===== config.mk =====
export PLATFORM = sky130hd
export DESIGN_NAME = period_meter
export DESIGN_NICKNAME = d
export VERILOG_FILES = /design/src/rtl/period_meter_pkg.sv /design/src/rtl/period_meter_edge.sv /design/src/rtl/period_meter.sv
export SDC_FILE = /design/constraint.sdc
export NUM_CORES = 1
export LEC_CHECK = 0
export CAP_MARGIN = 20
export CORE_ASPECT_RATIO = 2
export CORE_MARGIN = 5
export CORE_UTILIZATION = 55
export DETAILED_ROUTE_END_ITERATION = 7
export PLACE_DENSITY = 0.78
export SLEW_MARGIN = 30
export SYNTH_ARGS = -nofsm -noshare
export SYNTH_HDL_FRONTEND = slang
export SYNTH_HIERARCHICAL = 1
export SYNTH_SLANG_ARGS = --single-unit
export TNS_END_PERCENT = 30

===== constraint.sdc =====
create_clock -name clk -period 3.5 [get_ports clk]
set_input_delay 1.05 -clock clk [delete_from_list [all_inputs] [get_ports clk]]
set_output_delay 1.05 -clock clk [all_outputs]
set_load 0.01 [all_outputs]

===== src/rtl/period_meter_pkg.sv =====
// Shared types and defaults for the period meter.
package period_meter_pkg;
  localparam int CNT_W_DEF = 27;

  typedef enum logic [1:0] {
    IDLE      = 2'd0,
    WAIT_EDGE = 2'd1,
    COUNT     = 2'd2,
    HOLD      = 2'd3
  } state_t;
endpackage


===== src/rtl/period_meter_edge.sv =====
// Synchronizer, optional 3-sample glitch filter, and rising-edge pulse.
// Filter is built when PERIOD_METER_GLITCH_FILTER_EN is defined.
module period_meter_edge (
  input  logic clk,
  input  logic rst,
  input  logic sig_in,
  output logic rise
);
  logic [1:0] sync;
  logic       lvl;
  logic       lvl_d;

  always_ff @(posedge clk or negedge rst) begin
    if (!rst) sync <= '0;
    else      sync <= {sync[0], sig_in};
  end

`ifdef PERIOD_METER_GLITCH_FILTER_EN
  // Current synchronized sample plus the two before it must agree to move the level.
  logic [1:0] hist;
  logic       filt;

  always_ff @(posedge clk or negedge rst) begin
    if (!rst) begin
      hist <= '0;
      filt <= 1'b0;
    end else begin
      hist <= {hist[0], sync[1]};
      if (sync[1] && (hist == 2'b11))       filt <= 1'b1;
      else if (!sync[1] && (hist == 2'b00)) filt <= 1'b0;
    end
  end

  assign lvl = filt;
`else
  assign lvl = sync[1];
`endif

  always_ff @(posedge clk or negedge rst) begin
    if (!rst) lvl_d <= 1'b0;
    else      lvl_d <= lvl;
  end

  assign rise = lvl & ~lvl_d;
endmodule


===== src/rtl/period_meter.sv =====
// Measures clk cycles between two consecutive rising edges of sig_in.
// Optional glitch filter: PERIOD_METER_GLITCH_FILTER_EN (see period_meter_edge).
module period_meter
  import period_meter_pkg::*;
#(
  parameter int CNT_W = CNT_W_DEF
) (
  input  logic             clk,
  input  logic             rst,
  input  logic             sig_in,
  input  logic             start,
  input  logic             meas_ready,
  output logic             meas_valid,
  output logic [CNT_W-1:0] meas_period,
  output logic             meas_overflow,
  output logic             busy
);
  localparam logic [CNT_W-1:0] CNT_MAX = '1;

  state_t           state;
  logic [CNT_W-1:0] cnt;
  logic             rise;

  period_meter_edge u_edge (
    .clk    (clk),
    .rst    (rst),
    .sig_in (sig_in),
    .rise   (rise)
  );

  // cnt holds edge-to-edge cycles minus one, so the capture adds the edge cycle back.
  always_ff @(posedge clk or negedge rst) begin
    if (!rst) begin
      state         <= IDLE;
      cnt           <= '0;
      meas_valid    <= 1'b0;
      meas_period   <= '0;
      meas_overflow <= 1'b0;
      busy          <= 1'b0;
    end else begin
      case (state)
        IDLE: begin
          if (start) begin
            state <= WAIT_EDGE;
            busy  <= 1'b1;
          end
        end
        WAIT_EDGE: begin
          if (rise) begin
            state <= COUNT;
            cnt   <= '0;
          end
        end
        COUNT: begin
          if (rise) begin
            meas_period   <= (cnt == CNT_MAX) ? CNT_MAX : cnt + 1'b1;
            meas_overflow <= (cnt == CNT_MAX);
            meas_valid    <= 1'b1;
            state         <= HOLD;
          end else if (cnt != CNT_MAX) begin
            cnt <= cnt + 1'b1;
          end
        end
        HOLD: begin
          if (meas_ready) begin
            meas_valid    <= 1'b0;
            meas_overflow <= 1'b0;
            busy          <= 1'b0;
            state         <= IDLE;
          end
        end
        default: begin
          state <= IDLE;
          busy  <= 1'b0;
        end
      endcase
    end
  end
endmodule


* Word level (Yosys, flattened, before mapping)
Cells that the tools add are included.
** Operators by class
- Bitwise gates (word level) :: 2
- Reductions and logical operators :: 9
- $add $sub $neg :: 1
- Multiplexer cells :: 17
- Equal/unequal tests :: 11
** Operators by type and width (count)
- $mux 27 :: 4
- $pmux 27 s2 :: 1
- $add 27x1->27 const B :: 1
- $eq 27x27->1 const B :: 1
- $ne 27x27->1 const B :: 1
- $ne 2x2->1 const B :: 6
- $mux 2 :: 4
- $pmux 2 s4 :: 1
- $reduce_and 4->1 :: 2
- $pmux 1 s2 :: 3
- $reduce_and 3->1 :: 2
- $reduce_bool 2->1 :: 3
- $eq 2x2->1 const B :: 2
- $mux 1 :: 4
- $eq 2x1->1 const B :: 1
- $logic_not 2->1 :: 1
- $reduce_and 2->1 :: 1
- $and 1x1->1 :: 1
- $not 1->1 :: 1
** Storage, ports and cells
- Logic and storage cells :: 48
- Input port bits :: 5
- Output and inout port bits :: 30
- Register bits :: 62

* Longest topological paths before layout
- Word-level depth :: 4
- Gate-level depth with buffers :: 9

* By module
The synthesis kept the hierarchy.
** Modules (own cells, without submodules)
- period_meter :: sequential area each 1476.4 µm², cells an instance 331, area each 3066.7 µm², times used 1
- period_meter_edge :: sequential area each 75.1 µm², cells an instance 4, area each 88.8 µm², times used 1

* Least setup slack after synthesis
No wires, ideal clock.
- Kind :: reg-to-reg
- Start point :: reg cnt[0]
- End point :: reg cnt[6]
- Library setup time :: 0.131 ns
- Stages on the path, launching flop included :: 10
- Buffers on the path :: 3
- Setup slack :: 1.156 ns
- Arrival time :: 2.213 ns
- Cell sequence :: dfrtp_1 -> ha_1 -> nand3_1 -> or4_1 -> buf_2 -> o31a_1 -> buf_2 -> buf_4 -> nand4b_1 -> o211ai_1
** On the way
- Word-level cells in the longest chain between the ends :: 4
** RTL lines
- start: declaration :: line period_meter.sv:21 : logic [CNT_W-1:0] cnt;
- start signal: assignment :: line period_meter.sv:61 : cnt <= cnt + 1'b1;
- $add 27x1->27 :: line period_meter.sv:61
- $mux 27 :: line period_meter.sv:60 : end else if (cnt != CNT_MAX) begin
- $mux 27 :: line period_meter.sv:55 : if (rise) begin
- $pmux 27 s2 :: line period_meter.sv:41 : case (state)
Parallel ways exist; a longest one is shown, timed or not. The select of a mux whose other input is x is not followed.
A chain may end at the register's enable or synchronous reset.

* Final worst setup path
- Start point :: reg cnt[0]
- End point :: reg cnt[21]
Same word-level chain as after synthesis.

==> flow_metrics.py <==
metrics = {
    "die": {
        "die_w_um": 63.6,
        "die_y_um": 117,
        "initial_utilization_pct": 55.7,
        "dieArea_sq_um": 7440,
        "boundaryPins": 35,
        "core_sq_um": 5660,
        "fp-row-count": 39,
    },
    "outcome": {
        "outcome": "finished, final reports clean",
    },
    "sta": {
        "finalSetupViolations": 0,
        "period_needed_ns": 2.66,
        "fmax_mhz": 375,
        "slew_violations": 0,
        "fin_crit_sh_pct": 76.1,
        "tns_ns": 0,
        "tightest_slew_ns": 0.612,
        "hold_slack_ns": 0.365,
        "rsz0062_at_grt": "false",
        "hold_violations": 0,
        "slew_headroom_pct": 59.2,
        "fin_skew_ns": 0.00566,
    },
    "layout": {
        "syn_to_final_growth_pct": 21.4,
        "multi_input_area_sq_um": 1480,
        "fillers": 458,
        "final_layout_size_suffix_gt1_share_pct": 8.00,
        "final_cell_mix": "dfrtp_1, nor2_1, a21oi_1, clkdlybuf4s50_1, nand2_1",
        "diodes": 0,
        "final_nets": 381,
        "regArea_sq_um": 1550,
        "final_common_cell": "dfrtp_1",
    },
    "detailed_routing": {
        "ant_nets": 0,
        "vias": 2648,
        "drt_iter0_markers": 94,
        "first_pass_iters": 5,
        "vias_per_cell": 6.07,
        "wire_per_inst_um": 17.2,
        "drc": 0,
        "wl_um": 7510,
    },
    "setup_path": {
        "crit_path_cell_trace": "ha_1, nand3_1, or4_1, o31a_1, buf_4, and3_1, a211o_1",
        "crit_family": "simple AND/OR/NAND/NOR gates",
        "crit_path_max_incr_delay_ns": 0.54,
        "r2r_start": "cnt[0]",
        "reg2reg_depth": 7,
        "r2r-end": "cnt[21]",
        "worstSetupStartpoint": "cnt[0]",
        "worstPathRequired_ns": 3.71,
        "worst-path-buf-inv": 1,
        "reg2reg_setup_slack_ns": 0.84,
        "worstPathArrival_ns": 2.87,
        "crit_slowest_cell": "or4_1",
        "end_kind": "register",
        "cp-start-kind": "register",
        "path_class": "register to register",
        "worstPathMaxFanout": 11,
    },
    "logic_synthesis": {
        "synth-compound-area-share_pct": 16.6,
        "async_flop_share_pct": 100,
        "synth_fp_nets": 345,
        "synth_top_family_by_area": "simple AND/OR/NAND/NOR gates",
        "synth-simple-area-share_pct": 20.5,
        "synthDistinctLibCells": 47,
        "synth_adder_area_share_pct": 1.98,
        "seq_area_frac_synth_pct": 49.2,
        "synth_top_flop_cell": "dfrtp_1",
        "ys_warn_count": 6,
        "synth_edf_count": 0,
        "synthCells": 335,
        "synth_seq_cells": 62,
        "syn_area_per_cell_sq_um": 9.42,
        "synthesis.area_sq_um": 3160,
        "muxShareOfSynthArea_pct": 1.31,
        "synth-xor-area-share_pct": 6.38,
    },
    "clock_tree": {
        "clock_path_buffers": 2,
        "post_cts_resized": 0,
        "clk_pin_slew_ns": 0.05,
        "cts_sinks": 62,
        "cts_root_buffer": "clkbuf_16",
        "postCtsSetupBuffers": 0,
        "clock_latency_ns": 0.33,
        "holdBufCountCts": 0,
        "cts_tree": "built",
        "htreeDepth": 3,
        "cts_buffers": 9,
    },
    "grt": {
        "grt_pass1_wl_um": 12900,
        "antenna_found_initial": 0,
        "gr-total-overflow": 0,
        "grt_max_degree": 34,
        "grt_usage_pct": 22.4,
        "grt_pass1_vias": 2702,
    },
    "place": {
        "io_buffers": 34,
        "dpl.hpwl_um": 5440,
        "gp_congestion": 0.973,
    },
    "min_path": {
        "hold_class": "register to register",
        "whs_path_depth": 0,
        "holdPathEnd": "u_edge/sync[1]",
        "hp-start": "u_edge/sync[0]",
    },
    "power": {
        "power_mw": 2.85,
        "p_leak_nw": 1.61,
        "irDropWorstVdd_mv": 0.725,
        "power_density_nw_per_um2": 743,
    },
    "job": {
        "maxCapViolCount": 0,
    },
}
[flip-flops by register name (all words and copies together), names as in the netlist]
| signal | cells |
|---|---|
| state | 2 |
| meas_valid | 1 |
| u_edge/sync | 2 |
| u_edge/lvl_d | 1 |
| meas_period | 27 |
| cnt | 27 |
| meas_overflow | 1 |
| busy | 1 |
[final cells by class]
| class | instances | area share [%] |
|---|---|---|
| Multi-Input combinational cell | 246 | 38.5 |
| Tap cell | 61 | 1.99 |
| Sequential cell | 62 | 40.5 |
| Inverter | 8 | 0.784 |
| Clock buffer | 15 | 7.51 |
| Timing Repair Buffer | 44 | 10.7 |
[how the worst max path moves through the flow]
| stage | to | slack (ns) | cells past startpoint |
|---|---|---|---|
| finish | cnt[21] | 0.84 | 7 |
| global route | cnt[21] | 0.73 | 7 |
| CTS | cnt[21] | 0.85 | 7 |
| detailed placement | cnt[21] | 0.86 | 7 |
| global placement | cnt[21] | 0.96 | 7 |
| floorplan | cnt[6] | 1.16 | 9 |
[metal layers]
layer / GRT usage, % / vias to the layer above / wire [um]
met5: 0 / - / 0
met4: 16.0 / 0 / 380
met3: 5.54 / 35 / 269
met2: 38.7 / 73 / 4030
met1: 23.3 / 1276 / 2830
li1: - / 1264 / -
[logic make-up (layout without fill, tap and decap cells)]
kind of cell               after synthesis  after routing
AOI/OAI and AO/OA                       86             86
adders and majority gates                5              5
muxes                                    4              4
DFF                                     62             62
xor gates and xnor gates                23             23
buffers and inverters                   27             67
and+or+nand+nor                        128            128
[metrics by stage]
stage / cells / instance area (sq um) / worst slack (ns) / utilization, %
after CTS: 436 / 3830 / 0.851 / 67.7
after global placement: 421 / 3540 / 0.957 / 62.6
after global routing: 436 / 3830 / 0.726 / 67.7
final: 436 / 3830 / 0.836 / 67.7
after detailed placement: 421 / 3540 / 0.862 / 62.6
after floorplan: 335 / 3160 / 1.16 / -
[power breakdown]
part / total, mW / internal, mW / switching (mW)
registers: 1.01 / 0.898 / 0.109
clock network: 0.837 / 0.552 / 0.285
logic: 1.00 / 0.479 / 0.523
[synthesized netlist by cell type (2+ instances only)]
| cell | number | area (sq um) |
|---|---|---|
| dfrtp_1 | 62 | 1550 |
| nor2_1 | 35 | 131 |
| a21oi_1 | 33 | 165 |
| nand2_1 | 28 | 105 |
| a31oi_1 | 22 | 138 |
| o21ai_0 | 15 | 75.1 |
| nand3_1 | 14 | 70.1 |
| xnor2_1 | 14 | 123 |
| xor2_1 | 9 | 78.8 |
| inv_1 | 8 | 30.0 |
| nand4_1 | 8 | 50.1 |
| nor3_1 | 8 | 40.0 |
| buf_2 | 7 | 35.0 |
| clkbuf_1 | 7 | 26.3 |
| nand2b_1 | 6 | 37.5 |
| and3_1 | 5 | 31.3 |
| ha_1 | 5 | 62.6 |
| and2_1 | 4 | 25.0 |
| or3_1 | 4 | 25.0 |
| and4_1 | 3 | 26.3 |
| mux2i_1 | 3 | 30.0 |
| nor2b_1 | 3 | 18.8 |
| o2bb2ai_1 | 3 | 26.3 |
| a21o_1 | 2 | 15.0 |
| buf_1 | 2 | 7.51 |
| buf_6 | 2 | 22.5 |
| nor4_1 | 2 | 12.5 |
| or4_1 | 2 | 15.0 |
Power figures use the tool's default switching activity.
